--- src/rtl/host_bridge_pkg.sv ---
// Shared types and default constants for the host-to-core memory bridge.
package host_bridge_pkg;

    // Job sequencing states; exported on the bridge's o_state debug port.
    typedef enum logic [2:0] {
        ST_IDLE = 3'd0,
        ST_LOAD = 3'd1,
        ST_RUN  = 3'd2,
        ST_DUMP = 3'd3,
        ST_FIN  = 3'd4
    } hb_state_t;

    // Default geometry: 256-byte data memory, 64-byte image in, 64-byte window out.
    localparam int unsigned HB_AW        = 8;
    localparam int unsigned HB_LOAD_BASE = 0;
    localparam int unsigned HB_LOAD_LEN  = 64;
    localparam int unsigned HB_DUMP_BASE = 64;
    localparam int unsigned HB_DUMP_LEN  = 64;
    localparam int unsigned HB_CYC_W     = 16;
    localparam int unsigned HB_MAX_CYC   = (1 << HB_CYC_W) - 1;

endpackage

--- src/rtl/byte_out_stage.sv ---
// One-entry output register for the host dump channel.
//
// Handshake: a byte transfers on a rising edge where o_out_valid && i_out_ready.
// Once o_out_valid is high, o_out_data holds until that transfer happens.
// i_load may be asserted when the entry is empty or is being consumed on the
// same edge; the new byte then replaces it without a bubble.
module byte_out_stage (
    input  logic       clk,
    input  logic       reset,
    input  logic       i_load,
    input  logic [7:0] i_data,
    input  logic       i_out_ready,
    output logic       o_out_valid,
    output logic [7:0] o_out_data
);

    logic       r_valid;
    logic [7:0] r_data;

    // Fill on load, drain on handshake, otherwise hold the byte steady.
    always_ff @(posedge clk) begin
        if (reset) begin
            r_valid <= 1'b0;
            r_data  <= 8'h00;
        end else if (i_load) begin
            r_valid <= 1'b1;
            r_data  <= i_data;
        end else if (r_valid && i_out_ready) begin
            r_valid <= 1'b0;
        end
    end

    assign o_out_valid = r_valid;
    assign o_out_data  = r_data;

endmodule

--- src/rtl/host_mem_bridge.sv ---
// Host-side job sequencer: loads an image into data memory with the core held
// in reset, runs the core until done or timeout, then streams a result window
// back to the host.
module host_mem_bridge
    import host_bridge_pkg::*;
#(
    parameter int unsigned AW        = HB_AW,
    parameter int unsigned LOAD_BASE = HB_LOAD_BASE,
    parameter int unsigned LOAD_LEN  = HB_LOAD_LEN,
    parameter int unsigned DUMP_BASE = HB_DUMP_BASE,
    parameter int unsigned DUMP_LEN  = HB_DUMP_LEN,
    parameter int unsigned CYC_W     = HB_CYC_W,
    parameter int unsigned MAX_CYC   = (1 << CYC_W) - 1
) (
    input  logic             clk,
    input  logic             reset,
    input  logic             i_start,
    input  logic             i_in_valid,
    input  logic [7:0]       i_in_data,
    output logic             o_in_ready,
    output logic             o_out_valid,
    output logic [7:0]       o_out_data,
    input  logic             i_out_ready,
    output logic             o_core_reset,
    input  logic             i_core_done,
    output logic             o_mem_sel,
    output logic             o_mem_wr_en,
    output logic [AW-1:0]    o_mem_addr,
    output logic [7:0]       o_mem_wr_data,
    input  logic [7:0]       i_mem_rd_data,
    output logic             o_busy,
    output logic             o_job_done,
    output logic             o_timeout,
    output logic [CYC_W-1:0] o_cycle_count,
    output hb_state_t        o_state
);

    // idx is one bit wider than an address so a full 2^AW-byte window can be counted.
    localparam logic [AW:0]      L_LOAD_LAST = (AW+1)'(LOAD_LEN - 1);
    localparam logic [AW:0]      L_DUMP_LEN  = (AW+1)'(DUMP_LEN);
    localparam logic [AW:0]      L_IDX_ONE   = (AW+1)'(1);
    localparam logic [AW-1:0]    L_LOAD_BASE = AW'(LOAD_BASE);
    localparam logic [AW-1:0]    L_DUMP_BASE = AW'(DUMP_BASE);
    localparam logic [CYC_W-1:0] L_MAX_CYC   = CYC_W'(MAX_CYC);
    localparam logic [CYC_W-1:0] L_CYC_ONE   = CYC_W'(1);

    hb_state_t        r_state;
    logic [AW:0]      r_idx;
    logic [CYC_W-1:0] r_cycle_count;
    logic             r_timeout;
    logic             r_in_ready;
    logic             r_core_reset;
    logic             r_mem_sel;
    logic             r_busy;
    logic             r_job_done;

    logic             w_out_valid;
    logic [7:0]       w_out_data;
    logic             w_out_hs;
    logic             w_stage_load;
    logic [AW:0]      w_idx_inc;
    logic [CYC_W-1:0] w_cyc_inc;

    assign w_idx_inc = r_idx + L_IDX_ONE;
    assign w_cyc_inc = r_cycle_count + L_CYC_ONE;
    assign w_out_hs  = w_out_valid && i_out_ready;

    // Fetch the next dump byte whenever the output entry is free (or freeing)
    // and bytes remain; memory reads are asynchronous so data is ready now.
    assign w_stage_load = (r_state == ST_DUMP) && (r_idx < L_DUMP_LEN) &&
                          (!w_out_valid || i_out_ready);

    // Status flags are registered alongside the state so nothing on them is
    // combinationally reachable from an input.
    always_ff @(posedge clk) begin
        if (reset) begin
            r_state       <= ST_IDLE;
            r_idx         <= '0;
            r_cycle_count <= '0;
            r_timeout     <= 1'b0;
            r_in_ready    <= 1'b0;
            r_core_reset  <= 1'b1;
            r_mem_sel     <= 1'b1;
            r_busy        <= 1'b0;
            r_job_done    <= 1'b0;
        end else begin
            case (r_state)
                ST_IDLE, ST_FIN: begin
                    if (i_start) begin
                        r_state       <= ST_LOAD;
                        r_idx         <= '0;
                        r_cycle_count <= '0;
                        r_timeout     <= 1'b0;
                        r_job_done    <= 1'b0;
                        r_in_ready    <= 1'b1;
                        r_busy        <= 1'b1;
                    end
                end
                ST_LOAD: begin
                    if (i_in_valid) begin
                        if (r_idx == L_LOAD_LAST) begin
                            r_state      <= ST_RUN;
                            r_idx        <= '0;
                            r_in_ready   <= 1'b0;
                            r_core_reset <= 1'b0;
                            r_mem_sel    <= 1'b0;
                        end else begin
                            r_idx <= w_idx_inc;
                        end
                    end
                end
                ST_RUN: begin
                    r_cycle_count <= w_cyc_inc;
                    // core_done takes priority over a timeout on the same edge.
                    if (i_core_done) begin
                        r_state      <= ST_DUMP;
                        r_core_reset <= 1'b1;
                        r_mem_sel    <= 1'b1;
                    end else if (w_cyc_inc == L_MAX_CYC) begin
                        r_state      <= ST_DUMP;
                        r_core_reset <= 1'b1;
                        r_mem_sel    <= 1'b1;
                        r_timeout    <= 1'b1;
                    end
                end
                ST_DUMP: begin
                    if (w_stage_load) begin
                        r_idx <= w_idx_inc;
                    end
                    // Once idx has reached DUMP_LEN the only byte left in flight
                    // is the last one, so its handshake ends the job.
                    if (w_out_hs && (r_idx == L_DUMP_LEN)) begin
                        r_state    <= ST_FIN;
                        r_busy     <= 1'b0;
                        r_job_done <= 1'b1;
                    end
                end
                default: begin
                    r_state <= ST_IDLE;
                end
            endcase
        end
    end

    byte_out_stage u_out_stage (
        .clk         (clk),
        .reset       (reset),
        .i_load      (w_stage_load),
        .i_data      (i_mem_rd_data),
        .i_out_ready (i_out_ready),
        .o_out_valid (w_out_valid),
        .o_out_data  (w_out_data)
    );

    // Memory port: writes only during LOAD, reads address the dump window in DUMP.
    assign o_mem_wr_en   = r_in_ready && i_in_valid;
    assign o_mem_wr_data = i_in_data;
    assign o_mem_addr    = (r_state == ST_DUMP) ? (L_DUMP_BASE + r_idx[AW-1:0])
                                                : (L_LOAD_BASE + r_idx[AW-1:0]);

    assign o_in_ready    = r_in_ready;
    assign o_out_valid   = w_out_valid;
    assign o_out_data    = w_out_data;
    assign o_core_reset  = r_core_reset;
    assign o_mem_sel     = r_mem_sel;
    assign o_busy        = r_busy;
    assign o_job_done    = r_job_done;
    assign o_timeout     = r_timeout;
    assign o_cycle_count = r_cycle_count;
    assign o_state       = r_state;

endmodule

--- config.mk ---
export PLATFORM = sky130hd
export DESIGN_NAME = host_mem_bridge
export DESIGN_NICKNAME = d
export VERILOG_FILES = /design/src/rtl/host_bridge_pkg.sv /design/src/rtl/byte_out_stage.sv /design/src/rtl/host_mem_bridge.sv
export SDC_FILE = /design/constraint.sdc
export NUM_CORES = 1
export LEC_CHECK = 0
export CAP_MARGIN = 10
export CORE_AREA = 2 2 79 81
export DETAILED_ROUTE_END_ITERATION = 7
export DIE_AREA = 0 0 81 83
export GPL_TIMING_DRIVEN = 0
export HOLD_SLACK_MARGIN = 0.06
export PLACE_DENSITY = 0.81
export SLEW_MARGIN = 20
export SYNTH_ARGS = -nofsm -noshare
export SYNTH_HDL_FRONTEND = slang
export SYNTH_SLANG_ARGS = --single-unit
--- constraint.sdc ---
create_clock -name clk -period 1.5 [get_ports clk]
set_input_delay 0.15 -clock clk [delete_from_list [all_inputs] [get_ports clk]]
set_output_delay 0.15 -clock clk [all_outputs]
set_load 0.03 [all_outputs]
# == Word-level counts from Yosys, hierarchy flattened ==
# Index checks and enable logic that the tools add are counted.
# totals
regBits,42
latch_bits,0
mem_bits_rw,0
mem_bits_ro,0
in_bits,22
output_inout_bits,51
elab_cells,82
n_memories,0
# classes
add_sub_neg,3
n_mul,0
n_div,0
order_cmp,1
eq_ne,15
n_shift,0
mux,31
n_bitwise,0
reduce_logical,22
# op_table
operator,n
two-way mux 9 bit,4
case mux 16 bit (2 select lines),1
case mux 9 bit (3 select lines),1
two-way mux 3 bit,6
adder 16 x 1 -> 16 bit (second input constant),1
== test 16 bit (second input constant),1
two-way mux 16 bit,1
AND reduction 4 bit,4
case mux 3 bit (4 select lines),1
two-way mux 1 bit,11
!= test 2 bit (second input constant),5
case mux 1 bit (2 select lines),5
nonzero test 2 bit,5
adder 9 x 1 -> 9 bit (second input constant),1
== test 9 x 6 -> 1 bit (second input constant),1
== test 9 x 7 -> 1 bit (second input constant),1
less-than comparator 9 x 7 -> 1 bit (second input constant),1
adder 7 x 8 -> 8 bit (first input constant),1
two-way mux 8 bit,1
== test 3 x 2 -> 1 bit (second input constant),2
logical AND 1 bit,5
AND reduction 5 bit,1
!= test 2 x 1 -> 1 bit (second input constant),2
== test 3 x 1 -> 1 bit (second input constant),1
other kinds (9),9

# == Depth between registers and ports, before layout ==
# logic_depth
word_depth,5
mapped_depth,8
ltp_nobuf,7

# == Cells and area by module ==
# A second synthesis with hierarchy kept.
# unflattened
hier_cells,289
hier_area_um2,2339.7
# by_module_without_submodules
mod,instances,cells_each,area_each_um2
host_mem_bridge,1,259,2018.2
byte_out_stage,1,30,321.6

# == Least setup slack after synthesis ==
# No wires, ideal clock.
# synth_path
path_type,register -> register
from,register r_cycle_count[0] (netlist: o_cycle_count[0])
to,register r_cycle_count[10] (netlist: o_cycle_count[10])
setup_ns,0.091
arrival_ns,1.803
t_required_ns,1.409
slack_ns,-0.394
stages_incl_launch_ff,7
path_cell_list,dfxtp_1 -> ha_1 -> nand3_2 -> nor3_2 -> and3_1 -> a21oi_1 -> a311oi_1
# synth_between
elab_chain_len,2
# synth_rtl
item,line_no,rtl
start: declaration,host_mem_bridge.sv:49,logic [CYC_W-1:0] r_cycle_count;
start signal: assignment,host_mem_bridge.sv:113,r_cycle_count <= w_cyc_inc;
adder 16 x 1 -> 16 bit,host_mem_bridge.sv:65,assign w_cyc_inc = r_cycle_count + L_CYC_ONE;
case mux 16 bit (2 select lines),host_mem_bridge.sv:87,case (r_state)
# Every way passes these cells.
# A chain may end at the register's enable or synchronous reset.

# == Worst setup path after layout ==
# layout_path
from,register r_cycle_count[4] (netlist: o_cycle_count[4])
to,register r_cycle_count[15] (netlist: o_cycle_count[15])
# Same word-level chain as after synthesis.

==> results.md <==
Run status:
- The flow ran to the end, but the final reports show violations.
- The final reports fail on setup timing.

Final layout:
- The utilization after layout is 76.5%.
- In the final layout, the multi-input gates occupy 0.00183 mm^2.
- The fill cell instance count of the final layout is 376.
- In the final design database the tool counted 460 nets.
- The antenna diode count is 0.
- After routing the design area is 0.00445 mm^2.
- The layout overhead on the synthesized area is 82.6%.
- The share of layout cells above drive strength 1 is 47.7%.
- Summing all flip-flop and latch instances after layout gives 912 um^2.

Timing:
- Derived from the worst setup path, the maximum achievable clock frequency is 563 MHz.
- Setup repair after global routing could not meet its margin everywhere.
- Dividing the final minimum period by the clock period gives 118%.
- The max-slew violation count is 0.
- Across all setup checks in the final design, the least slack found is -0.275 ns.
- The count of final hold-check violations was 0.
- The worst pin sits at a relative slew slack of 66.8%.
- For the pin with the worst max-slew slack, the measured transition is 0.497 ns.
- After layout, the minimum clock period comes to 1.77 ns.
- Setup violations remaining at the end of the flow were counted as 36.
- Between clock sinks in the finished design, the worst skew comes to 0.00582 ns.

Yosys:
- Counting flops with an async set or reset pin after synthesis yields a share of 0%.
- The post-synthesis cell type with the largest combined area is sky130_fd_sc_hd__dfxtp_1.
- Counting flops with a built-in enable in the synthesized netlist gives 0.
- Counting every net in the synthesized netlist gives 328.
- Summing every instance area after synthesis gives 0.00244 mm^2.
- The sequential-to-total area share from yosys stat is 34.5%.
- By area the synthesized netlist is led by sky130_fd_sc_hd__dfxtp_1, sky130_fd_sc_hd__nor2_1, sky130_fd_sc_hd__buf_4.
- The average cell area after synthesis is 8.15 um^2.
- The area share of the largest cell type after synthesis is 34.5%.
- In the synthesized netlist the dominant register cell turns out to be sky130_fd_sc_hd__dfxtp_1.
- The synthesized netlist contains 59 unique library cells.
- The number of warnings reported in the yosys synthesis log is 0.
- The number of storage elements in the synthesis netlist is 42.
- By count the netlist is led by sky130_fd_sc_hd__dfxtp_1, sky130_fd_sc_hd__nor2_1, sky130_fd_sc_hd__a21oi_1.
- The cell count after synthesis came out at 299.

Routing:
- The total length of routed wires is 10.4 mm.
- For this block, the initial DRC count from the detailed router was 400.
- After detailed routing, the number of remaining DRC violations is 0.
- Using the TritonRoute via totals, the vias-per-cell ratio works out to 6.17.
- The first-pass iteration count of the detailed router is 5.
- The number of nets with antenna violations after routing is 0.
- The routed layout has 3,126 vias.
- The average detailed-routed wire length per instance is 20.5 um.

Placement:
- The placed wire-length estimate is 4.80 mm.
- The routability-driven placement congestion ratio is 0.913.
- Summing all placed instances gives a cell area of 0.00334 mm^2.
- The count of buffers added on input and output ports is 64.

Setup path:
- STA puts the critical path data required time at 1.74 ns.
- The data arrival time of the critical path is 2.02 ns.
- The setup path with the least slack is of type flip-flop to flip-flop.
- The critical-path maximum fanout is 7.
- The kind of capture point of the worst setup path is a flip-flop.
- The worst setup path is launched from a flip-flop.

Global route:
- The first global-routing pass estimated 13.3 mm of wire.
- For this run, the total global-route usage over all layers was measured as 25.5%.
- The via count of the first global-routing pass is 2,755.
- Global routing finished with a remaining overflow of 0.
- Entering global routing, the biggest net connects 13 pins.
- The initial antenna violation count is 0.

Die:
- From bottom edge to top edge, the die measures 83 um.
- The initial utilization of the core area, before any placement, comes to 41.9%.
- The core outline area is 0.00582 mm^2.
- The die extent in x is 81 um.
- In this run the core area contains 28 standard-cell rows.
- The die covers 0.00672 mm^2.
- 73 I/O pins were placed.

Clock tree:
- The clock latency reported for the late side of the worst-skew pair is 0.32 ns.
- The tree built by TritonCTS fans out to 42 sinks.
- After clock tree synthesis, the flow added hold-fix buffers numbering 0.
- The clock-pin transition on the worst setup and hold timing paths is 0.09 ns.
- The root cell of the clock tree is sky130_fd_sc_hd__clkbuf_8.
- The largest buffer count on any clock path is 2.
- TritonCTS built the clock tree.
- The maximum level of the CTS H-tree is 2.
- The number of clock buffers added by TritonCTS is 5.

Pwr:
- VDD sags by at most 0.438 mV.
- The power per standard cell area is 539 mW/mm^2.
- The reported leakage power is 0.00195 uW.

Run:
- Across the run, the number of max-cap violations was 0.

Worst hold path:
- The worst hold path class is input pin to flip-flop.
==> cell usage in the layout, fill, tap and decap left out, types with 4 or more instances in the layout <==
cell type and n:
sky130_fd_sc_hd__o21ai_1 9, sky130_fd_sc_hd__inv_1 4, sky130_fd_sc_hd__dlymetal6s2s_1 12, sky130_fd_sc_hd__buf_4 56, sky130_fd_sc_hd__ha_4 4, sky130_fd_sc_hd__nand2_1 13
sky130_fd_sc_hd__o211ai_1 4, sky130_fd_sc_hd__dfxtp_2 6, sky130_fd_sc_hd__nor2_2 4, sky130_fd_sc_hd__a311oi_1 5, sky130_fd_sc_hd__mux2i_1 8, sky130_fd_sc_hd__clkdlybuf4s50_1 25
sky130_fd_sc_hd__dfxtp_1 19, sky130_fd_sc_hd__dfxtp_4 17, sky130_fd_sc_hd__buf_6 26, sky130_fd_sc_hd__clkbuf_8 10, sky130_fd_sc_hd__nor3_1 5, sky130_fd_sc_hd__xor2_1 4
sky130_fd_sc_hd__dlygate4sd2_1 25, sky130_fd_sc_hd__o21ai_2 7, sky130_fd_sc_hd__a21oi_2 7, sky130_fd_sc_hd__nand2_2 6, sky130_fd_sc_hd__nand3_1 8, sky130_fd_sc_hd__a21oi_1 13
sky130_fd_sc_hd__nor2_1 36
==> kinds of logic (layout without fill, tap and decap cells) <==
kind of cell / count (synthesis) / in the layout / synth area share (%)
buffers and inverters: 38 / 171 / 8.93
adder cells (fa/ha/maj): 7 / 7 / 3.59
XOR/XNOR: 9 / 9 / 3.23
AND/OR/NAND/NOR: 122 / 122 / 27.1
flip-flops: 42 / 42 / 34.5
multiplexers: 9 / 9 / 3.75
AO/OA/AOI/OAI: 72 / 72 / 18.9
==> final timing paths <==
kind,start,to,slack [ns],depth (start not counted)
worst max-delay path,o_cycle_count[4]$_SDFFE_PP0P_,o_cycle_count[15]$_SDFFE_PP0P_,-0.27,6
worst min register to register,u_out_stage.o_out_data[1]$_SDFFE_PP0P_,u_out_stage.o_out_data[1]$_SDFFE_PP0P_,0.50,2
worst max register to register,o_cycle_count[4]$_SDFFE_PP0P_,o_cycle_count[15]$_SDFFE_PP0P_,-0.27,6
worst min-delay path,i_mem_rd_data[1],u_out_stage.o_out_data[1]$_SDFFE_PP0P_,0.44,3
==> worst max-delay path: stages, from the launching register on <==
cell	delay (ns)
sky130_fd_sc_hd__dfxtp_4	0.42
sky130_fd_sc_hd__nand4_4	0.16
sky130_fd_sc_hd__buf_12	0.17
sky130_fd_sc_hd__nor2_4	0.16
sky130_fd_sc_hd__nand2_2	0.08
sky130_fd_sc_hd__or4_1	0.54
sky130_fd_sc_hd__a21oi_1	0.18
==> timing repair <==
item | CTS | global route
cloned | 2 | 0
pin swaps | 32 | 45
endpoints found under the setup margin | 68 | 56
setup buffers | 32 | 30
resized for setup | 105 | 80
==> flip-flops by register name, summed over array words and instances (netlist names) <==
signal                   flops
o_cycle_count               16
r_idx                        9
u_out_stage.o_out_data       8
o_state                      3
o_busy                       1
o_in_ready                   1
o_job_done                   1
o_mem_sel                    1
o_timeout                    1
u_out_stage.o_out_valid      1
==> where the power goes <==
group	leakage, uW	total (uW)	internal, uW	switching, uW
combinational	0.00154	391	183	208
sequential	0.000356	1100	1100	6.98
clock	0.0000575	909	466	443
==> final cells by class <==
class / instances / share of cell area [%]
clock buffer: 8 / 2.47
tap: 75 / 2.11
multi-input combinational: 219 / 41.0
timing repair buffer: 127 / 27.4
inverter: 7 / 0.703
buffer: 29 / 5.82
sequential: 42 / 20.5
==> per-stage QoR <==
stage / setup slack [ns] / std cells / setup TNS [ns] / total power (uW) / hold WS (ns)
after floorplan: -0.115 / 299 / -0.209 / 1300 / 0.275
after global placement: -0.367 / 438 / -10.23 / 1410 / 0.462
after detailed placement: -0.349 / 438 / -11.47 / 1410 / 0.463
after CTS: -0.180 / 480 / -1.33 / 2300 / 0.452
after global routing: -0.330 / 507 / -6.92 / 2470 / 0.464
final: -0.275 / 507 / -4.63 / 2400 / 0.444
==> routing by layer <==
metal	GRT usage (%)	wire length [um]	vias to the layer above
li1	-	-	1333
met1	30.0	3840	1478
met2	43.7	5000	242
met3	4.89	995	73
met4	11.7	581	0
met5	0	0	-
Power figures use the tool's default switching activity.
